### src/rtl/mbist_march_ctrl_pkg.sv
// -----------------------------------------------------------------------------
// mbist_march_ctrl_pkg
// Shared types and constants for the March C- MBIST sequencer:
//   - state_t    : sequencer FSM states
//   - elem_t     : one March element (direction, op count, op0/op1 type+data)
//   - elem_info(): element table lookup for e0..e5
// -----------------------------------------------------------------------------
package mbist_march_ctrl_pkg;

    typedef enum logic [1:0] {
        IDLE  = 2'd0,
        RUN   = 2'd1,
        DRAIN = 2'd2,
        DONE  = 2'd3
    } state_t;

    localparam int NUM_ELEM = 6;
    localparam int ELEM_W   = 3;
    localparam logic [ELEM_W-1:0] LAST_ELEM = ELEM_W'(NUM_ELEM - 1);

    // opN_wr: 1 = write, 0 = read; opN_one: data polarity (all-1 vs all-0 word)
    typedef struct packed {
        logic down;
        logic two_ops;
        logic op0_wr;
        logic op0_one;
        logic op1_wr;
        logic op1_one;
    } elem_t;

    // March C-: {up w0} {up r0,w1} {up r1,w0} {dn r0,w1} {dn r1,w0} {dn r0}
    function automatic elem_t elem_info(input logic [ELEM_W-1:0] idx);
        elem_t e;
        e = '0;
        case (idx)
            3'd0: e = '{down: 1'b0, two_ops: 1'b0, op0_wr: 1'b1, op0_one: 1'b0, op1_wr: 1'b0, op1_one: 1'b0};
            3'd1: e = '{down: 1'b0, two_ops: 1'b1, op0_wr: 1'b0, op0_one: 1'b0, op1_wr: 1'b1, op1_one: 1'b1};
            3'd2: e = '{down: 1'b0, two_ops: 1'b1, op0_wr: 1'b0, op0_one: 1'b1, op1_wr: 1'b1, op1_one: 1'b0};
            3'd3: e = '{down: 1'b1, two_ops: 1'b1, op0_wr: 1'b0, op0_one: 1'b0, op1_wr: 1'b1, op1_one: 1'b1};
            3'd4: e = '{down: 1'b1, two_ops: 1'b1, op0_wr: 1'b0, op0_one: 1'b1, op1_wr: 1'b1, op1_one: 1'b0};
            3'd5: e = '{down: 1'b1, two_ops: 1'b0, op0_wr: 1'b0, op0_one: 1'b0, op1_wr: 1'b0, op1_one: 1'b0};
            default: e = '0;
        endcase
        return e;
    endfunction

endpackage

### src/rtl/mbist_march_ctrl_if.sv
// -----------------------------------------------------------------------------
// mbist_march_ctrl_if
// SRAM test port between the March sequencer and the memory under test.
//   mem_en    : access strobe            (master -> slave)
//   mem_we    : 1 = write, 0 = read      (master -> slave)
//   mem_addr  : access address           (master -> slave)
//   mem_wdata : write data               (master -> slave)
//   mem_rdata : read data, 1 cycle after a read strobe (slave -> master)
// -----------------------------------------------------------------------------
interface mbist_march_ctrl_if #(
    parameter int ADDR_W = 4,
    parameter int DATA_W = 8
) ();
    logic              mem_en;
    logic              mem_we;
    logic [ADDR_W-1:0] mem_addr;
    logic [DATA_W-1:0] mem_wdata;
    logic [DATA_W-1:0] mem_rdata;

    modport master (
        output mem_en, mem_we, mem_addr, mem_wdata,
        input  mem_rdata
    );

    modport slave (
        input  mem_en, mem_we, mem_addr, mem_wdata,
        output mem_rdata
    );
endinterface

### src/rtl/mbist_march_ctrl_cmp.sv
// -----------------------------------------------------------------------------
// mbist_cmp
// One-stage read-compare pipeline plus fail reporting.
//   clear     : start accepted, wipe fail status
//   flush     : abort, drop the pending compare
//   rd_valid  : a read is issued this cycle; rd_exp/rd_addr describe it
//   mem_rdata : SRAM read data, valid the cycle after rd_valid
//   fail      : sticky mismatch flag
//   fail_addr : address of the first mismatch since clear
//   fail_count: saturating number of mismatching reads
// -----------------------------------------------------------------------------
module mbist_cmp #(
    parameter int ADDR_W = 4,
    parameter int DATA_W = 8,
    parameter int CNT_W  = 4
) (
    input  logic              clk,
    input  logic              rst_n,
    input  logic              clear,
    input  logic              flush,
    input  logic              rd_valid,
    input  logic [DATA_W-1:0] rd_exp,
    input  logic [ADDR_W-1:0] rd_addr,
    input  logic [DATA_W-1:0] mem_rdata,
    output logic              fail,
    output logic [ADDR_W-1:0] fail_addr,
    output logic [CNT_W-1:0]  fail_count
);
    localparam logic [CNT_W-1:0] CNT_MAX = '1;

    logic              vld_reg;
    logic [DATA_W-1:0] exp_reg;
    logic [ADDR_W-1:0] addr_reg;
    logic              fail_reg;
    logic [ADDR_W-1:0] fail_addr_reg;
    logic [CNT_W-1:0]  cnt_reg;
    logic              mismatch;

    assign mismatch = vld_reg && !flush && (mem_rdata != exp_reg);

    always_ff @(posedge clk or negedge rst_n) begin
        if (!rst_n) begin
            vld_reg       <= 1'b0;
            exp_reg       <= '0;
            addr_reg      <= '0;
            fail_reg      <= 1'b0;
            fail_addr_reg <= '0;
            cnt_reg       <= '0;
        end else begin
            vld_reg  <= rd_valid && !flush;
            exp_reg  <= rd_exp;
            addr_reg <= rd_addr;
            if (clear) begin
                fail_reg      <= 1'b0;
                fail_addr_reg <= '0;
                cnt_reg       <= '0;
            end else if (mismatch) begin
                fail_reg <= 1'b1;
                // keep the first failing address for the repair logic
                if (!fail_reg)
                    fail_addr_reg <= addr_reg;
                if (cnt_reg != CNT_MAX)
                    cnt_reg <= cnt_reg + 1'b1;
            end
        end
    end

    assign fail       = fail_reg;
    assign fail_addr  = fail_addr_reg;
    assign fail_count = cnt_reg;
endmodule

### src/rtl/mbist_march_ctrl.sv
// -----------------------------------------------------------------------------
// mbist_march_ctrl
// March C- sequencer for the SRAM under test.
//   clk, rst_n : clock, asynchronous active-low reset
//   start      : level, sampled in IDLE/DONE only
//   abort      : returns to IDLE from RUN/DRAIN
//   mem        : SRAM test port (master side)
//   busy       : RUN or DRAIN
//   done       : DONE
//   fail, fail_addr, fail_count : result for the repair logic
// One memory op per RUN cycle; element e ends on a terminal-count address
// compare, then the next element starts at its own start address.
// -----------------------------------------------------------------------------
module mbist_march_ctrl
    import mbist_march_ctrl_pkg::*;
#(
    parameter int ADDR_W = 4,
    parameter int DATA_W = 8,
    parameter int CNT_W  = 4
) (
    input  logic                clk,
    input  logic                rst_n,
    input  logic                start,
    input  logic                abort,
    mbist_march_ctrl_if.master  mem,
    output logic                busy,
    output logic                done,
    output logic                fail,
    output logic [ADDR_W-1:0]   fail_addr,
    output logic [CNT_W-1:0]    fail_count
);
    localparam logic [ADDR_W-1:0] ADDR_MAX = '1;

    state_t            state_reg, state_next;
    logic [ELEM_W-1:0] elem_reg, elem_next;
    logic [ADDR_W-1:0] addr_reg, addr_next;
    logic              op_reg, op_next;

    elem_t             cur;
    logic              cur_wr;
    logic              cur_one;
    logic [ADDR_W-1:0] last_addr;
    logic              run;
    logic              launch;
    logic              flush;

    assign cur       = elem_info(elem_reg);
    assign cur_wr    = op_reg ? cur.op1_wr  : cur.op0_wr;
    assign cur_one   = op_reg ? cur.op1_one : cur.op0_one;
    assign last_addr = cur.down ? '0 : ADDR_MAX;
    assign run       = (state_reg == RUN);

    always_ff @(posedge clk or negedge rst_n) begin
        if (!rst_n) begin
            state_reg <= IDLE;
            elem_reg  <= '0;
            addr_reg  <= '0;
            op_reg    <= 1'b0;
        end else begin
            state_reg <= state_next;
            elem_reg  <= elem_next;
            addr_reg  <= addr_next;
            op_reg    <= op_next;
        end
    end

    always_comb begin
        state_next = state_reg;
        elem_next  = elem_reg;
        addr_next  = addr_reg;
        op_next    = op_reg;
        launch     = 1'b0;
        flush      = 1'b0;
        case (state_reg)
            // abort has priority over a simultaneous start
            IDLE, DONE: begin
                if (start && !abort) begin
                    state_next = RUN;
                    elem_next  = '0;
                    addr_next  = '0;
                    op_next    = 1'b0;
                    launch     = 1'b1;
                end
            end
            RUN: begin
                if (abort) begin
                    state_next = IDLE;
                    flush      = 1'b1;
                end else if (cur.two_ops && !op_reg) begin
                    op_next = 1'b1;
                end else begin
                    op_next = 1'b0;
                    if (addr_reg == last_addr) begin
                        if (elem_reg == LAST_ELEM) begin
                            state_next = DRAIN;
                        end else begin
                            elem_next = elem_reg + 1'b1;
                            addr_next = elem_info(elem_reg + 1'b1).down ? ADDR_MAX : '0;
                        end
                    end else begin
                        addr_next = cur.down ? addr_reg - 1'b1 : addr_reg + 1'b1;
                    end
                end
            end
            DRAIN: begin
                // last compare happens here; no memory access
                if (abort) begin
                    state_next = IDLE;
                    flush      = 1'b1;
                end else begin
                    state_next = DONE;
                end
            end
            default: state_next = IDLE;
        endcase
    end

    assign mem.mem_en    = run;
    assign mem.mem_we    = run && cur_wr;
    assign mem.mem_addr  = run ? addr_reg : '0;
    assign mem.mem_wdata = (run && cur_wr) ? {DATA_W{cur_one}} : '0;

    assign busy = (state_reg == RUN) || (state_reg == DRAIN);
    assign done = (state_reg == DONE);

    mbist_cmp #(
        .ADDR_W (ADDR_W),
        .DATA_W (DATA_W),
        .CNT_W  (CNT_W)
    ) u_cmp (
        .clk        (clk),
        .rst_n      (rst_n),
        .clear      (launch),
        .flush      (flush),
        .rd_valid   (run && !cur_wr && !abort),
        .rd_exp     ({DATA_W{cur_one}}),
        .rd_addr    (addr_reg),
        .mem_rdata  (mem.mem_rdata),
        .fail       (fail),
        .fail_addr  (fail_addr),
        .fail_count (fail_count)
    );
endmodule

### src/flat_wrapper.sv
// flat-port wrapper written by rule: the top's interface ports become plain ports
module mbist_march_ctrl_flat import mbist_march_ctrl_pkg::*;
#(
    parameter int ADDR_W = 4,
    parameter int DATA_W = 8,
    parameter int CNT_W  = 4
)
  (clk, rst_n, start, abort, busy, done, fail, fail_addr, fail_count, mem_mem_en, mem_mem_we, mem_mem_addr, mem_mem_wdata, mem_mem_rdata);
  mbist_march_ctrl_if #(.ADDR_W(ADDR_W), .DATA_W(DATA_W)) mem_i ();
  input  logic clk;
  input  logic rst_n;
  input  logic start;
  input  logic abort;
  output logic busy;
  output logic done;
  output logic fail;
  output logic [ADDR_W-1:0] fail_addr;
  output logic [CNT_W-1:0] fail_count;
  output wire logic [$bits(mem_i.mem_en)-1:0] mem_mem_en;
  output wire logic [$bits(mem_i.mem_we)-1:0] mem_mem_we;
  output wire logic [$bits(mem_i.mem_addr)-1:0] mem_mem_addr;
  output wire logic [$bits(mem_i.mem_wdata)-1:0] mem_mem_wdata;
  input wire logic [$bits(mem_i.mem_rdata)-1:0] mem_mem_rdata;
  assign mem_mem_en = mem_i.mem_en;
  assign mem_mem_we = mem_i.mem_we;
  assign mem_mem_addr = mem_i.mem_addr;
  assign mem_mem_wdata = mem_i.mem_wdata;
  assign mem_i.mem_rdata = mem_mem_rdata;
  mbist_march_ctrl #(.ADDR_W(ADDR_W), .DATA_W(DATA_W), .CNT_W(CNT_W)) u_core (.clk(clk), .rst_n(rst_n), .start(start), .abort(abort), .mem(mem_i), .busy(busy), .done(done), .fail(fail), .fail_addr(fail_addr), .fail_count(fail_count));
endmodule
### config.mk
export PLATFORM = sky130hd
export DESIGN_NAME = mbist_march_ctrl_flat
export DESIGN_NICKNAME = d
export VERILOG_FILES = /design/src/rtl/mbist_march_ctrl_pkg.sv /design/src/rtl/mbist_march_ctrl_if.sv /design/src/rtl/mbist_march_ctrl_cmp.sv /design/src/rtl/mbist_march_ctrl.sv /design/src/flat_wrapper.sv
export SDC_FILE = /design/constraint.sdc
export NUM_CORES = 1
export LEC_CHECK = 0
export ABC_AREA = 1
export BUFFER_PORTS_ARGS = -buffer_cell sky130_fd_sc_hd__buf_4
export CORE_AREA = 2 2 91 49
export DETAILED_ROUTE_END_ITERATION = 7
export DIE_AREA = 0 0 93 51
export GPL_TIMING_DRIVEN = 1
export PLACE_DENSITY = 0.77
export RECOVER_POWER = 100
export SLEW_MARGIN = 20
export SYNTH_ARGS = -nofsm -noshare
export SYNTH_HDL_FRONTEND = slang
export SYNTH_HIERARCHICAL = 1
export SYNTH_SLANG_ARGS = --single-unit
### constraint.sdc
create_clock -name clk -period 2.91 [get_ports clk]
set_input_delay 0.7275 -clock clk [delete_from_list [all_inputs] [get_ports clk]]
set_output_delay 0.7275 -clock clk [all_outputs]
set_load 0.03 [all_outputs]
==> results.md <==
* Status: complete, but fails checks
* Violated checks: capacitance limit, slew limit
* Post-Syn Nets at 287
* Via Count at 1704
* Worst Hold Depth at 0
* Startpoint types: flop
* Num ports at 37
* Power Internal at 1.35 mW
* CTS Buffer Depth at 2
* Antenna diodes at 0
* WP depth at 8
* Peak supply drop at 0.386 mV
* Hold Buf Count CTS at 0
* CP Cell Sequence: inv_1, ha_1, a21oi_1, nand2_1, o21ai_2, nor3_2, buf_4, clkbuf_4
* Worst path bufs/invs at 3
* Leak Pwr at 1.32 nW
* Clk slew on worst S/H paths at 70 ps
* Placed cell area at 0.00240 mm^2
* Layout area overhead at 14.2%
* Clock power frac at 0.151
* Gate Count Post-Synth at 261
* Largest net degree at the start of global routing at 33
* Dominant cell type by area after synthesis: dfrtp_1
* Leading cell types by count after synthesis: nand2_1, inv_1, dfrtp_1
* DRT antenna net count at 0
* Final period util at 0.944
* Top delay family on crit path: buffers and inverters
* Layout cells sized above 1 at 0.181
* CTS tree: built
* Sw Ratio at 0.498
* Yosys warning count at 6
* Multi-input gate area at 0.00102 mm^2
* Placer Congestion at 0.846
* Sequential fraction of design power at 0.289
* Post-DP HPWL at 3150 um
* Critical path endpoint category: output pin
* Worst Path Arrival at 2020 ps
* Die H at 51 um
* PwrDens at 1120 mW/mm^2
* NetSw at 1.34 mW
* Top-area cell type share of the netlist area at 0.381
* Vias per inst at 4.79
* Post-route DRC at 0
* Clock root cell: clkbuf_8
* Number of synthesized register bits at 32
* Filler cell count at 402
* RSZ-0062 raised after global routing: false
* Max stage delay cell, worst path: dfrtp_2
* Vias in the first global route at 1584
* Relative slew slack at -0.107
* Total power at 2.69 mW
* GR Overflow Total at 0
* CTS buffer count at 5
* DR pass1 iterations at 4
* Highest net fanout along the worst path at 7
* WL/cell at 11.8 um
* Post-synth EDFFs at 0
* Max reg flops at 8
* FMAX at 0.364 GHz
* Worst Max-Slew Pin Slew at 1660 ps
* Critical Path RT at 2180 ps
* Layout net count at 324
* Fin. Hold Viols at 0
* Fin crit period at 2750 ps
* Placeable Area at 0.00408 mm^2
* Async set or reset register ratio after synthesis at 1.00
* Iter 0 DRT Violations at 85
* Synthesized area at 0.00210 mm^2
* Initial Utilization at 0.515
* Final core utilization at 0.588
* CTS sink cnt at 32
* IO buf count at 36
* Seq. cell area at 802 um^2
* Hold Path Class: reg2reg
* Sequential area share after synthesis at 0.381
* Routed WL at 4200 um
* Final setup TNS at 0 ps
* Ys flop type: dfrtp_1
* Count leader, synth: nand2_1
* Worst-Skew Late Latency at 270 ps
* WS Path Type: reg2out
* Die footprint at 0.00474 mm^2
* Netlist cell types at 33
* Row count at 17
* R2r worst-path depth at 12
* Main area contributors after synthesis: dfrtp_1, nand2_1, ha_1, inv_1, nand3_1
* Share of total power in combinational logic at 0.560
* Worst R2R Setup Slack at 280 ps
* Die width at 93 um
* All-Layer GR Usage at 0.191
* # setup viols final at 0
* First-pass GRT wire length at 7120 um
* Mapped Avg Cell Area at 8.06 um^2
* Fin Hold WS at 434 ps
* CTS HTree Levels at 2
* MaxCap Viol Count at 1
* Critical Path Max Stage Delay at 440 ps
* Skew final at 10.4 ps
* Slew Limit Fails at 33
* Design area at 0.00240 mm^2
* Antenna violations before repair at 0
[layout make-up]
cell class	count	area share
multi-input combinational	173	0.425
sequential	32	0.334
timing repair buffer	39	0.0917
inverter	47	0.0750
clock buffer	6	0.0302
tap	57	0.0297
clock inverter	2	0.0146
[worst register-to-register path: stages, from the launching register on]
cell     delay [ps]
dfrtp_2         440
ha_1            210
ha_1            190
inv_1           120
nand3_4         120
ha_1            340
nand2_1          80
a21oi_1         120
nand3_1         310
nand2_1         280
nand2_2         130
nand3_1         120
nand2_1          60
[path summary, 6_finish.rpt]
check / startpoint / endpoint
worst max-delay path: u_core/elem_reg[0]$_DFFE_PN0P_ / mem_mem_wdata[1]
worst min-delay path: u_core/addr_reg[2]$_DFFE_PN0P_ / u_core/u_cmp/addr_reg[2]$_DFF_PN0_
worst max register to register: u_core/elem_reg[0]$_DFFE_PN0P_ / u_core/addr_reg[1]$_DFFE_PN0P_
worst min register to register: u_core/addr_reg[2]$_DFFE_PN0P_ / u_core/u_cmp/addr_reg[2]$_DFF_PN0_
max in group asynchronous: rst_n / u_core/elem_reg[0]$_DFFE_PN0P_
min in group asynchronous: rst_n / u_core/u_cmp/fail_addr[0]$_DFFE_PN0P_
[power by group through the flow]
stage | Clock (mW) | Combinational (mW) | Sequential, mW
final | 0.408 | 1.51 | 0.778
after global routing | 0.440 | 1.68 | 0.803
after CTS | 0.420 | 1.61 | 0.777
after detailed placement | 0 | 1.60 | 0.783
after global placement | 0 | 1.57 | 0.777
after floorplan | 0 | 1.13 | 0.846
[kinds of logic (layout without fill, tap and decap cells)]
group	Yosys count	after routing	synth area share
DFF	32	32	0.381
AOI/OAI and AO/OA	17	17	0.0583
buffers and inverters	56	94	0.118
and+or+nand+nor	136	136	0.331
adders and majority gates	14	14	0.0869
xor gates and xnor gates	6	6	0.0250
[per-layer routing]
layer	GRT usage	wire length, um
met5	0	0
met4	0.0270	15
met3	0.0516	225
met2	0.300	1850
met1	0.274	2100
[what timing repair did]
| item | in CTS | in global routing |
|---|---|---|
| gates resized for setup | 0 | 3 |
| buffers inserted | 0 | 1 |
| endpoints found under the setup margin | 0 | 9 |
[placed cells by master, fill, tap and decap left out, types with 2 or more instances in the layout]
cell type / synthesis / final
a21oi_1: 6 / 6
clkbuf_1: 0 / 18
clkinv_2: 1 / 2
inv_1: 43 / 43
o21ai_1: 2 / 2
nand2_2: 6 / 5
nor3_1: 3 / 2
buf_4: 7 / 16
xor2_1: 2 / 2
nand2_1: 69 / 72
nor2_2: 3 / 2
nand4_1: 5 / 5
o21ai_2: 2 / 3
dfrtp_1: 32 / 31
nand3_2: 5 / 3
nand3_4: 3 / 2
inv_2: 2 / 2
clkbuf_4: 0 / 3
ha_1: 13 / 13
nor2_1: 18 / 19
a21oi_4: 2 / 2
xnor2_1: 4 / 4
nand3_1: 18 / 21
clkbuf_8: 0 / 5
clkbuf_2: 0 / 2
[metrics by stage]
step / setup slack [ps] / instances
after floorplan: 189 / 261
after global routing: 21.6 / 356
final: 163 / 356
after global placement: 468 / 347
after CTS: 19.7 / 355
after detailed placement: 334 / 347
Note: power is estimated with default switching activity, not from simulation.
